## src/rtl/turn_ctrl.sv

```systemverilog
// Turn sequencer for the cat-vs-dog artillery game: alternates players, charges the
// power meter, launches shots, resolves hits against the opponent box and tracks HP.
module turn_ctrl #(
  parameter int unsigned POWER_MAX       = 200,
  parameter int unsigned POWER_STEP      = 2,
  parameter int unsigned HP_MAX          = 100,
  parameter int unsigned DAMAGE          = 20,
  parameter int unsigned P1_XMIN         = 113,
  parameter int unsigned P2_XMIN         = 763,
  parameter int unsigned TARGET_W        = 128,
  parameter int unsigned FLIGHT_TIMEOUT  = 255,
  parameter int unsigned COOLDOWN_FRAMES = 60
) (
  input  logic        clk,
  input  logic        rst,
  input  logic        frame_tick,
  input  logic        btn_p1,
  input  logic        btn_p2,
  input  logic        restart,
  input  logic        shot_done,
  input  logic [10:0] land_x,
  output logic        turn,
  output logic [7:0]  power,
  output logic        shot_start,
  output logic [7:0]  shot_power,
  output logic [6:0]  hp_p1,
  output logic [6:0]  hp_p2,
  output logic        busy,
  output logic        game_over,
  output logic        winner
);

  localparam int unsigned PWR_W   = 8;
  localparam int unsigned SUM_W   = PWR_W + 1;
  localparam int unsigned HP_W    = 7;
  localparam int unsigned X_W     = 11;
  localparam int unsigned XT_W    = X_W + 1;
  localparam int unsigned CNT_MAX = (FLIGHT_TIMEOUT > COOLDOWN_FRAMES) ? FLIGHT_TIMEOUT
                                                                       : COOLDOWN_FRAMES;
  localparam int unsigned CNT_W   = $clog2(CNT_MAX + 1);

  typedef enum logic [2:0] {
    S_AIM,
    S_CHARGE,
    S_FLIGHT,
    S_RESOLVE,
    S_COOLDOWN,
    S_OVER
  } state_e;

  state_e             state_q, state_d;
  logic               turn_q, turn_d;
  logic [PWR_W-1:0]   power_q, power_d;
  logic               shot_start_q, shot_start_d;
  logic [PWR_W-1:0]   shot_power_q, shot_power_d;
  logic [HP_W-1:0]    hp_p1_q, hp_p1_d;
  logic [HP_W-1:0]    hp_p2_q, hp_p2_d;
  logic               busy_q, busy_d;
  logic               game_over_q, game_over_d;
  logic               winner_q, winner_d;
  logic               armed_q, armed_d;
  logic [CNT_W-1:0]   cnt_q, cnt_d;
  logic [X_W-1:0]     land_x_q, land_x_d;
  logic               timeout_q, timeout_d;

  logic               btn_act;
  logic [SUM_W-1:0]   power_sum;
  logic [PWR_W-1:0]   power_sat;
  logic [CNT_W-1:0]   cnt_inc;
  logic [XT_W-1:0]    tgt_lo;
  logic [XT_W-1:0]    tgt_hi;
  logic [XT_W-1:0]    land_ext;
  logic               hit;
  logic [HP_W-1:0]    opp_hp;
  logic [HP_W-1:0]    hp_after;

  // Datapath helpers: active button, saturated power, hit test against opponent box
  always_comb begin
    btn_act   = turn_q ? btn_p1 : btn_p2;
    power_sum = {1'b0, power_q} + SUM_W'(POWER_STEP);
    power_sat = (power_sum > SUM_W'(POWER_MAX)) ? PWR_W'(POWER_MAX) : power_sum[PWR_W-1:0];
    cnt_inc   = cnt_q + CNT_W'(1);
    tgt_lo    = turn_q ? XT_W'(P2_XMIN) : XT_W'(P1_XMIN);
    tgt_hi    = turn_q ? XT_W'(P2_XMIN + TARGET_W - 1) : XT_W'(P1_XMIN + TARGET_W - 1);
    land_ext  = {1'b0, land_x_q};
    hit       = !timeout_q && (land_ext >= tgt_lo) && (land_ext <= tgt_hi);
    opp_hp    = turn_q ? hp_p2_q : hp_p1_q;
    if (!hit) begin
      hp_after = opp_hp;
    end else if (opp_hp > HP_W'(DAMAGE)) begin
      hp_after = opp_hp - HP_W'(DAMAGE);
    end else begin
      hp_after = '0;
    end
  end

  // Next-state and registered-output logic
  always_comb begin
    state_d      = state_q;
    turn_d       = turn_q;
    power_d      = power_q;
    shot_start_d = 1'b0;
    shot_power_d = shot_power_q;
    hp_p1_d      = hp_p1_q;
    hp_p2_d      = hp_p2_q;
    winner_d     = winner_q;
    armed_d      = armed_q;
    cnt_d        = cnt_q;
    land_x_d     = land_x_q;
    timeout_d    = timeout_q;

    unique case (state_q)
      S_AIM: begin
        power_d = '0;
        if (armed_q && btn_act) begin
          state_d = S_CHARGE;
        end else if (!btn_act) begin
          armed_d = 1'b1;
        end
      end

      // Release takes priority over a coincident frame tick
      S_CHARGE: begin
        if (!btn_act) begin
          if (power_q == '0) begin
            state_d = S_AIM;
            armed_d = 1'b0;
          end else begin
            shot_start_d = 1'b1;
            shot_power_d = power_q;
            cnt_d        = '0;
            timeout_d    = 1'b0;
            state_d      = S_FLIGHT;
          end
        end else if (frame_tick) begin
          power_d = power_sat;
        end
      end

      S_FLIGHT: begin
        if (shot_done) begin
          land_x_d  = land_x;
          timeout_d = 1'b0;
          cnt_d     = '0;
          state_d   = S_RESOLVE;
        end else if (frame_tick) begin
          if (cnt_inc == CNT_W'(FLIGHT_TIMEOUT)) begin
            timeout_d = 1'b1;
            cnt_d     = '0;
            state_d   = S_RESOLVE;
          end else begin
            cnt_d = cnt_inc;
          end
        end
      end

      S_RESOLVE: begin
        if (turn_q) begin
          hp_p2_d = hp_after;
        end else begin
          hp_p1_d = hp_after;
        end
        cnt_d = '0;
        if (hp_after == '0) begin
          winner_d = turn_q;
          state_d  = S_OVER;
        end else begin
          state_d = S_COOLDOWN;
        end
      end

      S_COOLDOWN: begin
        if (frame_tick) begin
          if (cnt_inc == CNT_W'(COOLDOWN_FRAMES)) begin
            cnt_d   = '0;
            turn_d  = ~turn_q;
            power_d = '0;
            armed_d = 1'b0;
            state_d = S_AIM;
          end else begin
            cnt_d = cnt_inc;
          end
        end
      end

      S_OVER: begin
        if (restart) begin
          hp_p1_d  = HP_W'(HP_MAX);
          hp_p2_d  = HP_W'(HP_MAX);
          turn_d   = 1'b1;
          power_d  = '0;
          winner_d = 1'b0;
          armed_d  = 1'b0;
          cnt_d    = '0;
          state_d  = S_AIM;
        end
      end

      default: begin
        state_d = S_AIM;
      end
    endcase

    busy_d      = (state_d == S_FLIGHT) || (state_d == S_RESOLVE) || (state_d == S_COOLDOWN);
    game_over_d = (state_d == S_OVER);
  end

  always_ff @(posedge clk) begin
    if (rst) begin
      state_q      <= S_AIM;
      turn_q       <= 1'b1;
      power_q      <= '0;
      shot_start_q <= 1'b0;
      shot_power_q <= '0;
      hp_p1_q      <= HP_W'(HP_MAX);
      hp_p2_q      <= HP_W'(HP_MAX);
      busy_q       <= 1'b0;
      game_over_q  <= 1'b0;
      winner_q     <= 1'b0;
      armed_q      <= 1'b0;
      cnt_q        <= '0;
      land_x_q     <= '0;
      timeout_q    <= 1'b0;
    end else begin
      state_q      <= state_d;
      turn_q       <= turn_d;
      power_q      <= power_d;
      shot_start_q <= shot_start_d;
      shot_power_q <= shot_power_d;
      hp_p1_q      <= hp_p1_d;
      hp_p2_q      <= hp_p2_d;
      busy_q       <= busy_d;
      game_over_q  <= game_over_d;
      winner_q     <= winner_d;
      armed_q      <= armed_d;
      cnt_q        <= cnt_d;
      land_x_q     <= land_x_d;
      timeout_q    <= timeout_d;
    end
  end

  assign turn       = turn_q;
  assign power      = power_q;
  assign shot_start = shot_start_q;
  assign shot_power = shot_power_q;
  assign hp_p1      = hp_p1_q;
  assign hp_p2      = hp_p2_q;
  assign busy       = busy_q;
  assign game_over  = game_over_q;
  assign winner     = winner_q;

endmodule
```

## config.mk

```make
export PLATFORM = sky130hd
export DESIGN_NAME = turn_ctrl
export DESIGN_NICKNAME = d
export VERILOG_FILES = /design/src/rtl/turn_ctrl.sv
export SDC_FILE = /design/constraint.sdc
export NUM_CORES = 1
export LEC_CHECK = 0
export ABC_CLOCK_PERIOD_IN_PS = 4000
export BUFFER_PORTS_ARGS = -buffer_cell sky130_fd_sc_hd__buf_2
export CORE_AREA = 2 2 136 72
export CTS_CLUSTER_DIAMETER = 120
export DETAILED_ROUTE_END_ITERATION = 8
export DIE_AREA = 0 0 138 74
export SYNTH_ARGS = -nofsm -noshare
export SYNTH_HDL_FRONTEND = slang
export SYNTH_SLANG_ARGS = --single-unit
```

## constraint.sdc

```tcl
create_clock -name clk -period 4 [get_ports clk]
set_input_delay 0.4 -clock clk [delete_from_list [all_inputs] [get_ports clk]]
set_output_delay 0.4 -clock clk [all_outputs]
set_load 0.02 [all_outputs]
```

* After elaboration in Yosys (flattened, before gate mapping)
Index checks and enable logic that the tools add are counted. W data, S select, Z words.
Storage, ports and cells: bits in latches 0, output and inout port bits 35, ROM bits 0, flip-flop bits (word level) 59, bits of input ports 18, memories 0, logic and storage cells 134, RAM bits 0
Operators by class: add/sub/neg operators 3, order comparisons 4, equality and inequality tests 26, reduce and logical (&&, ||, !) cells 25, divide/modulo/power cells 0, shifts and indexed selects 0, bitwise logic cells 4, multiply operators 0, muxes and demuxes 58
Operators by type and width (number):
- $mux W8 | 13
- $mux W7 | 6
- $pmux W8 S5 | 1
- $pmux W8 S4 | 1
- $pmux W7 S2 | 2
- $ne A2 B2 Y1 const B | 13
- $mux W3 | 8
- $mux W10 | 2
- $mux W1 | 19
- $pmux W3 S6 | 1
- $eq A3 B2 Y1 const B | 4
- $eq A3 B3 Y1 const B | 4
- $reduce_and A3 Y1 | 4
- $reduce_and A6 Y1 | 2
- $ge A11 B10 Y1 | 1
- $le A11 B10 Y1 | 1
- $add A8 B2 Y9 const B | 1
- $gt A9 B8 Y1 const B | 1
- $add A8 B1 Y8 const B | 1
- $eq A8 B6 Y1 const B | 1
- $eq A8 B8 Y1 const B | 1
- $logic_not A8 Y1 | 1
- $reduce_and A8 Y1 | 1
- $gt A7 B5 Y1 const B | 1
- other kinds (19) | 30

* Longest topological paths before layout
Gate-level depths: netlist of the first run.
depth after elaboration 11, gate-level depth with buffers 13, mapped depth without buffers 9

* Worst setup path before layout of the first run
OpenSTA, ideal clock, no wires.
path type register to register, start reg turn_q (netlist: turn), end reg busy_q (netlist: busy), arrival time 3.414 ns, setup time 0.116 ns, clock period less this slack 3.529 ns, path buffers 4, path slack 0.471 ns, data required time 3.884 ns, stages on the path, launching flop included 14, path through dfxtp_1 -> buf_2 -> buf_4 -> buf_2 -> inv_1 -> ha_1 -> a211o_1 -> a21o_1 -> a2111oi_2 -> a21oi_2 -> buf_6 -> mux2i_1 -> or4_4 -> a31o_1
Between the ends: word-level cells in the longest chain between the ends 11, elaborated cells on any way between the ends 23, those cells by class add/sub (1); order compare (3); eq/ne (3); mux (10); reduce/logical (6)
Ends and longest elaborated chain:
- start, declared | line 52 | logic turn_q, turn_d;
- start signal, assigned | line 226 | turn_q <= turn_d;
- $mux W10 | line 83 | tgt_lo = turn_q ? XT_W'(P2_XMIN) : XT_W'(P1_XMIN);
- $ge A11 B10 Y1 | line 86 | hit = !timeout_q && (land_ext >= tgt_lo) && (land_ext <= tgt_hi);
- $logic_and A1 B1 Y1 (2 in a row) | line 86
- $mux W7 | line 88 | if (!hit) begin
- $logic_not A7 Y1 | line 164 | if (hp_after == '0) begin
- $mux W1 | line 164
- $pmux W3 S6 (*) | line 112 | unique case (state_q)
- $eq A3 B2 Y1 | line 204 | busy_d = (state_d == S_FLIGHT) || (state_d == S_RESOLVE) || (state_d == S_COOLDOWN);
- $logic_or A1 B1 Y1 | line 204
- $logic_or A1 B1 Y1 (*) | line 204
- end signal, assigned | line 232 | busy_q <= busy_d;
- end, declared | line 58 | logic busy_q, busy_d;
Mark *: on every way between the ends. The rest lies on a longest branch, timed or not. A chain may end at the register's enable or synchronous reset.

* Final worst setup path of the first run
Same ends and word-level chain as after synthesis.

==> results of run 1 <==
==> placed cells by master, fill, tap and decap left out, types with 8 or more instances in the layout <==
cell type / n
nand3_1: 21
inv_1: 16
o211ai_1: 8
buf_2: 50
nor2_1: 39
ha_1: 13
nand2b_1: 11
a21oi_1: 35
and2_1: 10
dfxtp_1: 57
clkbuf_16: 9
o21ai_0: 19
mux2i_1: 21
nand2_1: 64
==> logic make-up after synthesis <==
logic type	Yosys count	synth area share
AOI/OAI and AO/OA	113	0.2137
xor gates and xnor gates	1	0.002502
adders and majority gates	13	0.04646
buffers and inverters	44	0.05361
DFF	57	0.3259
muxes	23	0.06648
other	1	0.001071
and+or+nand+nor	198	0.2902
==> registers in the layout, indices dropped and copies added, names as in the netlist <==
signal      count
turn            1
shot_start      1
power           7
timeout_q       1
armed_q         1
state_q         3
busy            1
hp_p2           7
game_over       1
cnt_q           8
shot_power      7
land_x_q       11
hp_p1           7
winner          1
==> power groups by stage <==
stage / Combinational, W / Clock (W) / Sequential (W)
after floorplan: 0.0000581 / 0 / 0.000588
after global routing: 0.0000922 / 0.000804 / 0.000578
final: 0.0000839 / 0.000764 / 0.000578
after CTS: 0.0000832 / 0.000783 / 0.000578
after global placement: 0.0000825 / 0 / 0.000589
after detailed placement: 0.0000831 / 0 / 0.000589
==> metal layers <==
layer / wire [µm] / track usage / up-vias
li1: - / - / 1694
met1: 5313 / 0.2999 / 1546
met2: 3537 / 0.2492 / 120
met3: 654 / 0.05087 / 6
met4: 71 / 0.05442 / 0
met5: 0 / 0 / -
==> tightest hold or removal path: stages <==
cell and delay [ps]:
buf_2 90, nand2_1 40, a21oi_1 50
==> area by class of cell <==
class                   count  share of cell area
inverters                  17             0.01547
clock buffers              12             0.06220
repair buffers             56             0.07160
clock inverters             3            0.009709
multi-input cells         350              0.5276
well taps                 121             0.03671
flip-flops and latches     57              0.2767
==> worst paths after layout <==
check / startpoint / depth (start not counted) / slack (ps) / endpoint
max: turn / 9 / 580 / busy
max reg2reg: turn / 9 / 580 / busy
min reg2reg: land_x_q[6] / 2 / 450 / land_x_q[6]
min: land_x[0] / 3 / 310 / land_x_q[0]
==> stage by stage <==
step	worst slack (ps)	total power, W
floorplan	470.7	0.0006465
global placement	839.6	0.0006713
detailed placement	653.8	0.0006725
CTS	646.1	0.001444
global route	404.6	0.001474
finish	575.1	0.001426
==> impl_metrics.csv, run 1 <==
group,metric,value,unit
pwr,pwr-share-clk,0.536,
sta,setup_viol,0,
clock_tree,ctsRootBufferMaster,"clkbuf_16",
place,port_buffers,50,
worst_setup_path,slowest_delay,590,ps
sta,finalCritPeriodShare,0.8562,
drt,dr.pass1.iters,6,
clock_tree,cts_tree,"built",
worst_setup_path,crit_chain,"inv_1, ha_1, a21o_1, a2111oi_2, o21ai_1, a21oi_2, a21oi_1, or4_4, a31o_1",
pwr,worst_ir_drop_vdd,202.4,µV
layout,utilization,0.4546,
layout,drive_gt1_frac,0.1737,
global_routing,grt_start_max_net_pins,45,
pwr,power_density,345.9,nW/µm²
yosys,synth-edff-count,0,
clock_tree,ctsResizeCount,0,
sta,clock.fmax,292.0,MHz
floorplanning,die_area,10210,µm²
yosys,ys_seq_area_frac,0.3259,
yosys,yosysTopAreaCellShare,0.3259,
place,place_area,3827,µm²
global_routing,grt_pass1_wl,15480,µm
job,cap_violations,0,
global_routing,grt_pass1_vias,2967,
worst_setup_path,cp_max_fo,11,
drt,num_vias,3366,
yosys,yosys.area.top_type,"dfxtp_1",
sta,fin_crit,3425,ps
worst_setup_path,cp-start-kind,"flip-flop",
drt,drc_errors,0,
floorplanning,coreArea,9071,µm²
clock_tree,cts_setup_buffers,0,
layout,final_cells,616,
sta,setup_tns,0,ps
floorplanning,rows,25,
pwr,p_leak,1.694,nW
layout,area_delta_synth_final,17.80,%
yosys,synthFlopType,"dfxtp_1",
layout,fill_cells,896,
sta,slew_viol_final,0,
worst_setup_path,critPathKind,"flip-flop to flip-flop",
floorplanning,initial_core_util,0.3859,
sta,relSlewSlack,0.3501,
yosys,synthesis.area,3501,µm²
layout,multi_input_area,2176,µm²
place,hpwl,6952,µm
pwr,p_comb_frac,0.059,
clock_tree,h-tree-depth,3,
layout,insertedDiodeCount,0,
global_routing,grtUsageTotal,0.1912,
drt,drtIter0Drc,421,
yosys,yosysWarningCount,0,
place,globalplace.congestion,0.8754,
worst_setup_path,end_kind,"flip-flop",
status,status,"finished clean",
global_routing,grt_overflow,0,
yosys,syn_avg_cell_area,7.780,µm²
global_routing,grt_antenna_before_repair,0,
yosys,synth_cell_types,65,
worst_setup_path,cp_slowest_cell,"or4_4",
drt,wl_per_cell,15.55,µm
yosys,synth_async_sr_flop_share,0,
place,placed_cells_incl_taps,601,
sta,clock_skew,6.739,ps
sta,max_slew.worst_pin.slew,968.4,ps
sta,rsz0062_at_grt,"false",
yosys,synthTopCellsByArea,"dfxtp_1 33%, nand2_1 6.9%, mux2i_1 6.0%",
drt,ant_nets,0,
yosys,syn_inst,450,
pwr,p_sw_frac,0.2211,
yosys,synth_commonest_cells,"64 x nand2_1, 57 x dfxtp_1, 39 x nor2_1",
sta,hold_slack,312.4,ps
clock_tree,cts_inserted_buffers,9,
worst_setup_path,cp.required,4220,ps
pwr,p_sw,0.0003154,W
worst_setup_path,crit_family,"compound AO/OA/AOI/OAI gates",
pwr,p_int,0.001111,W
drt,routed_wl,9576,µm
worst_hold_path,worstHoldPathType,"input port to flip-flop",
clock_tree,clock_sinks,57,
floorplanning,die_w,138,µm
yosys,yosysMostFrequentCell,"nand2_1",
clock_tree,ctsHoldBuffers,0,
worst_setup_path,path_buf_inv,1,
yosys,ys_seq_elements,57,
layout,seq_area,1141,µm²
clock_tree,clkSlewWorstSetupHoldPaths,50,ps
floorplanning,die_h,74,µm
worst_setup_path,arrival,3640,ps
clock_tree,clock_path_buffers,2,
drt,via_per_inst,5.464,
layout,nets,522,
sta,finalHoldViolCount,0,
pwr,power_frac_seq,0.405,
floorplanning,io_pins,53,
clock_tree,clock_latency,320,ps
layout,design_area,4124,µm²
No activity file was read; power rests on OpenSTA's default activity.
==> run 2, diff against run 1 <==
--- a/config.mk
+++ b/config.mk
@@ -5,12 +5,13 @@
 export SDC_FILE = /design/constraint.sdc
 export NUM_CORES = 1
 export LEC_CHECK = 0
+export ABC_AREA = 1
 export ABC_CLOCK_PERIOD_IN_PS = 4000
 export BUFFER_PORTS_ARGS = -buffer_cell sky130_fd_sc_hd__buf_2
-export CORE_AREA = 2 2 136 72
+export CORE_AREA = 2 2 95 97
 export CTS_CLUSTER_DIAMETER = 120
 export DETAILED_ROUTE_END_ITERATION = 8
-export DIE_AREA = 0 0 138 74
+export DIE_AREA = 0 0 97 99
 export SYNTH_ARGS = -nofsm -noshare
 export SYNTH_HDL_FRONTEND = slang
 export SYNTH_SLANG_ARGS = --single-unit
==> run 2 against run 1 <==
Effect of this change:
- total power is 12% lower
- design area is 6.6% lower
- combinational power is 8.3% lower
- clock skew is 4.0 ps higher
- utilization is 0.39 points lower
- sequential power is 0.9% higher
- critical path depth is 9 higher
- first-iteration DRC count is 75% lower
- worst hold slack worse by 1.4 ps
- maximum frequency is 40% higher
- synthesized cell count is 11% higher
- global-route usage is 1.4 points lower
- critical endpoint is now winner
- largest cell class unchanged
==> impl_metrics.csv, run 2 <==
group,metric,value,unit
drt,drc_errors,0,
layout,seq_area,1141,µm²
layout,utilization,0.4507,
yosys,yosysTopAreaCellShare,0.3439,
drt,wl_per_cell,12.30,µm
yosys,syn_inst,500,
layout,layout_commonest_cell,"nand2_1",
yosys,synth_async_sr_flop_share,0,
global_routing,grt_antenna_before_repair,0,
clock_tree,clock_sinks,57,
clock_tree,ctsHoldBuffers,0,
sta,clock_skew,10.76,ps
yosys,syn_avg_cell_area,6.636,µm²
drt,dr.pass1.iters,4,
worst_hold_path,worstHoldPathType,"input port to flip-flop",
floorplanning,die_area,9603,µm²
worst_setup_path,startpoint,"turn",
sta,finalCritPeriodShare,0.6109,
yosys,synth_commonest_cells,"122 x nand2_1, 57 x dfxtp_1, 54 x inv_1",
sta,fin_ws,1556,ps
clock_tree,h-tree-depth,3,
drt,routed_wl,8140,µm
layout,top_regs,"land_x_q: 11 flops, cnt_q: 8 flops",
clock_tree,clock_latency,340,ps
layout,area_delta_synth_final,16.14,%
clock_tree,cts_setup_buffers,0,
worst_setup_path,arrival,2680,ps
drt,ant_nets,0,
worst_setup_path,critPathKind,"flip-flop to flip-flop",
layout,nets,580,
sta,setup_viol,0,
floorplanning,initial_core_util,0.3881,
sta,finalHoldViolCount,0,
drt,num_vias,3295,
yosys,synthTopCellsByArea,"dfxtp_1 34%, nand2_1 14%, a21oi_1 7.2%",
floorplanning,rows,34,
worst_setup_path,r2r_setup_slack,1560,ps
yosys,synth_cell_types,34,
worst_setup_path,cp-start-kind,"flip-flop",
sta,setup_tns,0,ps
yosys,ys_seq_elements,57,
clock_tree,cts_tree,"built",
place,hpwl,5954,µm
layout,largest_register_ffs,11,
yosys,synthesis.area,3318,µm²
yosys,ys_seq_area_frac,0.3439,
drt,drtIter0Drc,104,
floorplanning,io_pins,53,
clock_tree,clkSlewWorstSetupHoldPaths,70,ps
place,globalplace.congestion,0.9252,
worst_setup_path,end_kind,"flip-flop",
sta,fin_crit,2444,ps
layout,insertedDiodeCount,0,
pwr,worst_ir_drop_vdd,306.2,µV
global_routing,grt_pass1_wl,14060,µm
place,post-place-ws,1601,ps
sta,relSlewSlack,0.4437,
place,place_area,3635,µm²
yosys,yosysWarningCount,0,
worst_setup_path,r2r-start,"turn",
layout,fill_cells,864,
clock_tree,ctsRootBufferMaster,"clkbuf_8",
job,cap_violations,0,
floorplanning,die_h,99,µm
yosys,yosysMostFrequentCell,"nand2_1",
worst_setup_path,path_common_cell,"nand2_1",
layout,max_flop_register,"land_x_q",
yosys,yosys.area.top_type,"dfxtp_1",
global_routing,grt_overflow,0,
global_routing,grt_start_max_net_pins,31,
worst_setup_path,slowest_delay,320,ps
clock_tree,ctsResizeCount,0,
sta,rsz0062_at_grt,"false",
drt,via_per_inst,4.977,
layout,design_area,3854,µm²
global_routing,grt_pass1_vias,3124,
sta,max_slew.worst_pin.slew,833.6,ps
worst_setup_path,path_buf_inv,2,
floorplanning,die_w,97,µm
place,port_buffers,50,
sta,slew_viol_final,0,
global_routing,grtUsageTotal,0.1768,
worst_setup_path,cp.required,4240,ps
pwr,report.power.total,0.001261,W
yosys,synthFlopType,"dfxtp_1",
worst_setup_path,crit_family,"simple AND/OR/NAND/NOR gates",
status,status,"finished clean",
worst_hold_path,hp-start,"land_x[9]",
sta,clock.fmax,409.2,MHz
pwr,p_leak,1.758,nW
worst_setup_path,cp_slowest_cell,"dfxtp_1",
layout,drive_gt1_frac,0.1751,
yosys,synth-edff-count,0,
worst_setup_path,crit_chain,"inv_2, ha_1, inv_1, nand2_1, nor2_1, nand3_1, nand3_1, nand2_1, nand2_1, nand2_1, nand2_1, nand2_1, nor2_1, nand2_1, nand2_1, nand3_1, nand2_1, nor2_1",
layout,multi_input_area,1861,µm²
worst_setup_path,cp_max_fo,14,
clock_tree,cts_inserted_buffers,9,
layout,mostFrequentLayoutCells,"122 x nand2_1, 57 x dfxtp_1, 54 x inv_1",
pwr,power_density,327.1,nW/µm²
clock_tree,clock_path_buffers,2,
floorplanning,coreArea,8551,µm²
-- run 2: cell count changes in the layout (fill, tap and decap cells not counted), sizes merged, moves of 16 or more --
cell | before | now
nand2 | 64 | 127
inv | 16 | 63
nand3 | 21 | 49
mux2i | 21 | 0
nor2 | 39 | 55
o21ai | 21 | 37
-- run 2: per-stage QoR --
| stage | cells | hold slack, ps |
|---|---|---|
| final | 662 | 311.0 |
| after global routing | 662 | 320.6 |
| after CTS | 662 | 292.1 |
| after detailed placement | 646 | 451.7 |
| after global placement | 646 | 448.7 |
| after floorplan | 501 | 429.7 |
-- run 2: where the power goes --
group / total (W) / internal, W / switching (W) / leakage, nW
Clock: 0.000601 / 0.000350 / 0.000251 / 0.109
Sequential: 0.000583 / 0.000575 / 0.00000806 / 0.460
Combinational: 0.0000769 / 0.0000255 / 0.0000514 / 1.19
-- run 2: path summary, 6_finish.rpt --
path / endpoint / cells after the start
worst max-delay path: winner / 18
worst min-delay path: land_x_q[9] / 3
worst max register to register: winner / 18
worst min register to register: shot_power[4] / 2
-- run 2: tightest hold or removal path, delay by kind of cell --
family,cells,cell delay (ps)
simple gates,1,80
buf+inv,1,70
compound gates,1,70
-- run 2: cells by family (layout without fill, tap and decap cells) --
logic type	after synthesis	after routing	synth area share
xor+xnor	11	11	0.02904
other cells	1	2	0.001130
simple gates	251	251	0.3337
buf+inv	78	131	0.09653
fa+ha+maj	13	13	0.04902
compound gates	89	89	0.1467
flops	57	57	0.3439
-- run 2: final cells by class --
cell class / instances / area share
Clock buffer: 9 / 0.03214
Tap cell: 108 / 0.03507
Multi-Input combinational cell: 366 / 0.4828
Timing Repair Buffer: 51 / 0.06688
Sequential cell: 57 / 0.2961
Clock inverter: 7 / 0.02468
Inverter: 64 / 0.06234
-- run 2: layer usage --
metal,GRT usage,wire [µm]
met1,0.2095,3816
met2,0.3034,3907
met3,0.04610,364
met4,0.07584,51
met5,0,0
==> run 3, diff against run 2 <==
--- a/config.mk
+++ b/config.mk
@@ -6,7 +6,7 @@
 export NUM_CORES = 1
 export LEC_CHECK = 0
 export ABC_AREA = 1
-export ABC_CLOCK_PERIOD_IN_PS = 4000
+export ABC_CLOCK_PERIOD_IN_PS = 2530
 export BUFFER_PORTS_ARGS = -buffer_cell sky130_fd_sc_hd__buf_2
 export CORE_AREA = 2 2 95 97
 export CTS_CLUSTER_DIAMETER = 120
==> constraint.sdc (replaced) <==
create_clock -name clk -period 2.53 [get_ports clk]
set_input_delay 0.253 -clock clk [delete_from_list [all_inputs] [get_ports clk]]
set_output_delay 0.253 -clock clk [all_outputs]
set_load 0.02 [all_outputs]
==> run 3 against run 2 <==
Effect of this change:
- flip-flop and latch count is the same
- total power up 67%
- maximum frequency increased by 9.5%
- count of clock-buffer cells in the layout is the same
- sequential share of layout area is 0.72 points lower
- final cell count is 1.5% higher
- utilization grew 1.2 points
- routed wire length grew 1.6%
- clock skew is 1.8 ps lower
==> impl_metrics.csv, run 3 (same netlist as run 2, synthesis figures left out) <==
group,metric,value,unit
place,place_area,3687,µm²
global_routing,grt_start_max_net_pins,26,
sta,finalHoldViolCount,0,
layout,fill_cells,882,
layout,max_flop_register,"land_x_q",
layout,drive_gt1_frac,0.1915,
place,port_buffers,50,
drt,ant_nets,0,
clock_tree,cts_tree,"built",
layout,layout_commonest_cell,"nand2_1",
sta,clock.fmax,447.9,MHz
global_routing,grt_pass1_wl,14190,µm
pwr,worst_ir_drop_vdd,306.1,µV
layout,seq_area,1142,µm²
worst_setup_path,cp_max_fo,6,
pwr,power_density,531.2,nW/µm²
pwr,p_leak,1.814,nW
floorplanning,coreArea,8551,µm²
sta,relSlewSlack,0.5351,
worst_setup_path,end_kind,"flip-flop",
global_routing,grt_pass1_vias,3084,
worst_setup_path,critPathKind,"flip-flop to flip-flop",
layout,utilization,0.4624,
worst_setup_path,cp.required,2760,ps
sta,setup_tns,0,ps
sta,finalCritPeriodShare,0.8824,
layout,area_delta_synth_final,19.16,%
clock_tree,cts_inserted_buffers,9,
worst_setup_path,path_common_cell,"nand2_1",
sta,slew_viol_final,0,
layout,top_regs,"land_x_q: 11 flops, cnt_q: 8 flops",
place,globalplace.congestion,0.9993,
layout,multi_input_area,1861,µm²
clock_tree,h-tree-depth,3,
worst_setup_path,crit_family,"simple AND/OR/NAND/NOR gates",
worst_setup_path,cp_slowest_cell,"dfxtp_2",
place,hpwl,6238,µm
worst_setup_path,crit_chain,"inv_2, ha_1, inv_1, nand2_1, nor2_1, nand3_1, nand3_1, nand2_1, nand2_1, nand2_1, nand2_1, nand2_1, nor2_1, nand3_1, nand3_1, nand2_1",
floorplanning,initial_core_util,0.3881,
global_routing,grt_antenna_before_repair,0,
clock_tree,clkSlewWorstSetupHoldPaths,70,ps
clock_tree,clock_latency,350,ps
drt,wl_per_cell,12.31,µm
drt,dr.pass1.iters,4,
floorplanning,die_w,97,µm
drt,drc_errors,0,
drt,via_per_inst,4.923,
sta,clock_skew,8.912,ps
floorplanning,die_h,99,µm
sta,setup_viol,0,
layout,design_area,3954,µm²
drt,num_vias,3308,
floorplanning,io_pins,53,
status,status,"finished clean",
layout,largest_register_ffs,11,
worst_hold_path,worstHoldPathType,"input port to flip-flop",
floorplanning,die_area,9603,µm²
worst_setup_path,slowest_delay,380,ps
job,cap_violations,0,
layout,mostFrequentLayoutCells,"122 x nand2_1, 56 x dfxtp_1, 54 x inv_1",
global_routing,grtUsageTotal,0.1796,
sta,max_slew.worst_pin.slew,696.5,ps
sta,rsz0062_at_grt,"false",
floorplanning,rows,34,
clock_tree,clock_sinks,57,
clock_tree,ctsRootBufferMaster,"clkbuf_8",
sta,fin_crit,2233,ps
worst_setup_path,arrival,2460,ps
worst_setup_path,path_buf_inv,2,
layout,nets,590,
layout,insertedDiodeCount,0,
worst_setup_path,cp-start-kind,"flip-flop",
drt,routed_wl,8273,µm
global_routing,grt_overflow,0,
drt,drtIter0Drc,156,
clock_tree,ctsHoldBuffers,0,
clock_tree,clock_path_buffers,2,
==> run 3: changes by cell type in the layout (fill, tap and decap cells not counted) <==
cell / change
buf_4: +10
clkinv_2: -1
clkinv_4: -1
bufinv_16: +1
dfxtp_1: -1
dfxtp_2: +1
clkinvlp_4: +1
==> run 3: worst reg2reg max path, cell delays in order, from the launching register on <==
cell	delay, ps
dfxtp_2	380
inv_2	90
ha_1	290
inv_1	80
nand2_1	60
nor2_1	170
nand3_1	110
nand3_1	80
nand2_1	80
nand2_1	150
nand2_1	80
nand2_1	80
nand2_1	60
nor2_1	130
nand3_1	140
nand3_1	110
nand2_1	50
==> run 3: layout make-up <==
| class | count | area share |
|---|---|---|
| inverters | 64 | 0.06076 |
| clock buffers | 9 | 0.03133 |
| clock inverters | 7 | 0.03006 |
| repair buffers | 61 | 0.08418 |
| multi-input cells | 366 | 0.4706 |
| flip-flops and latches | 57 | 0.2889 |
| well taps | 108 | 0.03418 |
==> run 3: worst paths after layout <==
check                              startpoint             to  slack [ps]  depth (start not counted)
worst min register to register  shot_power[2]  shot_power[2]         470                          2
worst max-delay path                     turn           busy         300                         16
worst min-delay path                land_x[4]    land_x_q[4]         150                          3
worst max register to register           turn           busy         300                         16
==> run 3: metal layers <==
| layer | up-vias | global-route usage | share of wire |
|---|---|---|---|
| met1 | 1475 | 0.2172 | 0.46 |
| met4 | 0 | 0.06176 | 0.020 |
| li1 | 1729 | - | - |
| met5 | - | 0 | 0 |
| met2 | 92 | 0.3130 | 0.47 |
| met3 | 12 | 0.04326 | 0.052 |
==> run 3: power breakdown <==
group	switching, W	leakage, nW	internal (W)
Sequential	0.0000131	0.460	0.000909
Clock	0.000394	0.115	0.000653
Combinational	0.0000844	1.24	0.0000469
Total	0.000492	1.81	0.00161
==> run 3: what timing repair did <==
item | 4_1_cts | 5_1_grt
resized for setup | 0 | 1
endpoints found under the setup margin | 0 | 11
setup buffers | 0 | 3
==> run 3: through the flow <==
| step | cells | power [W] | hold slack (ps) | worst slack (ps) |
|---|---|---|---|---|
| 3_5_place_dp | 653 | 0.001069 | 454.0 | 118.0 |
| 4_1_cts | 669 | 0.002119 | 151.7 | 73.46 |
| 6_report | 672 | 0.002100 | 154.1 | 297.5 |
| 5_1_grt | 672 | 0.002178 | 170.2 | 21.92 |
| 2_1_floorplan | 501 | 0.001028 | 418.0 | 244.7 |
| 3_3_place_gp | 653 | 0.001069 | 447.5 | 138.4 |
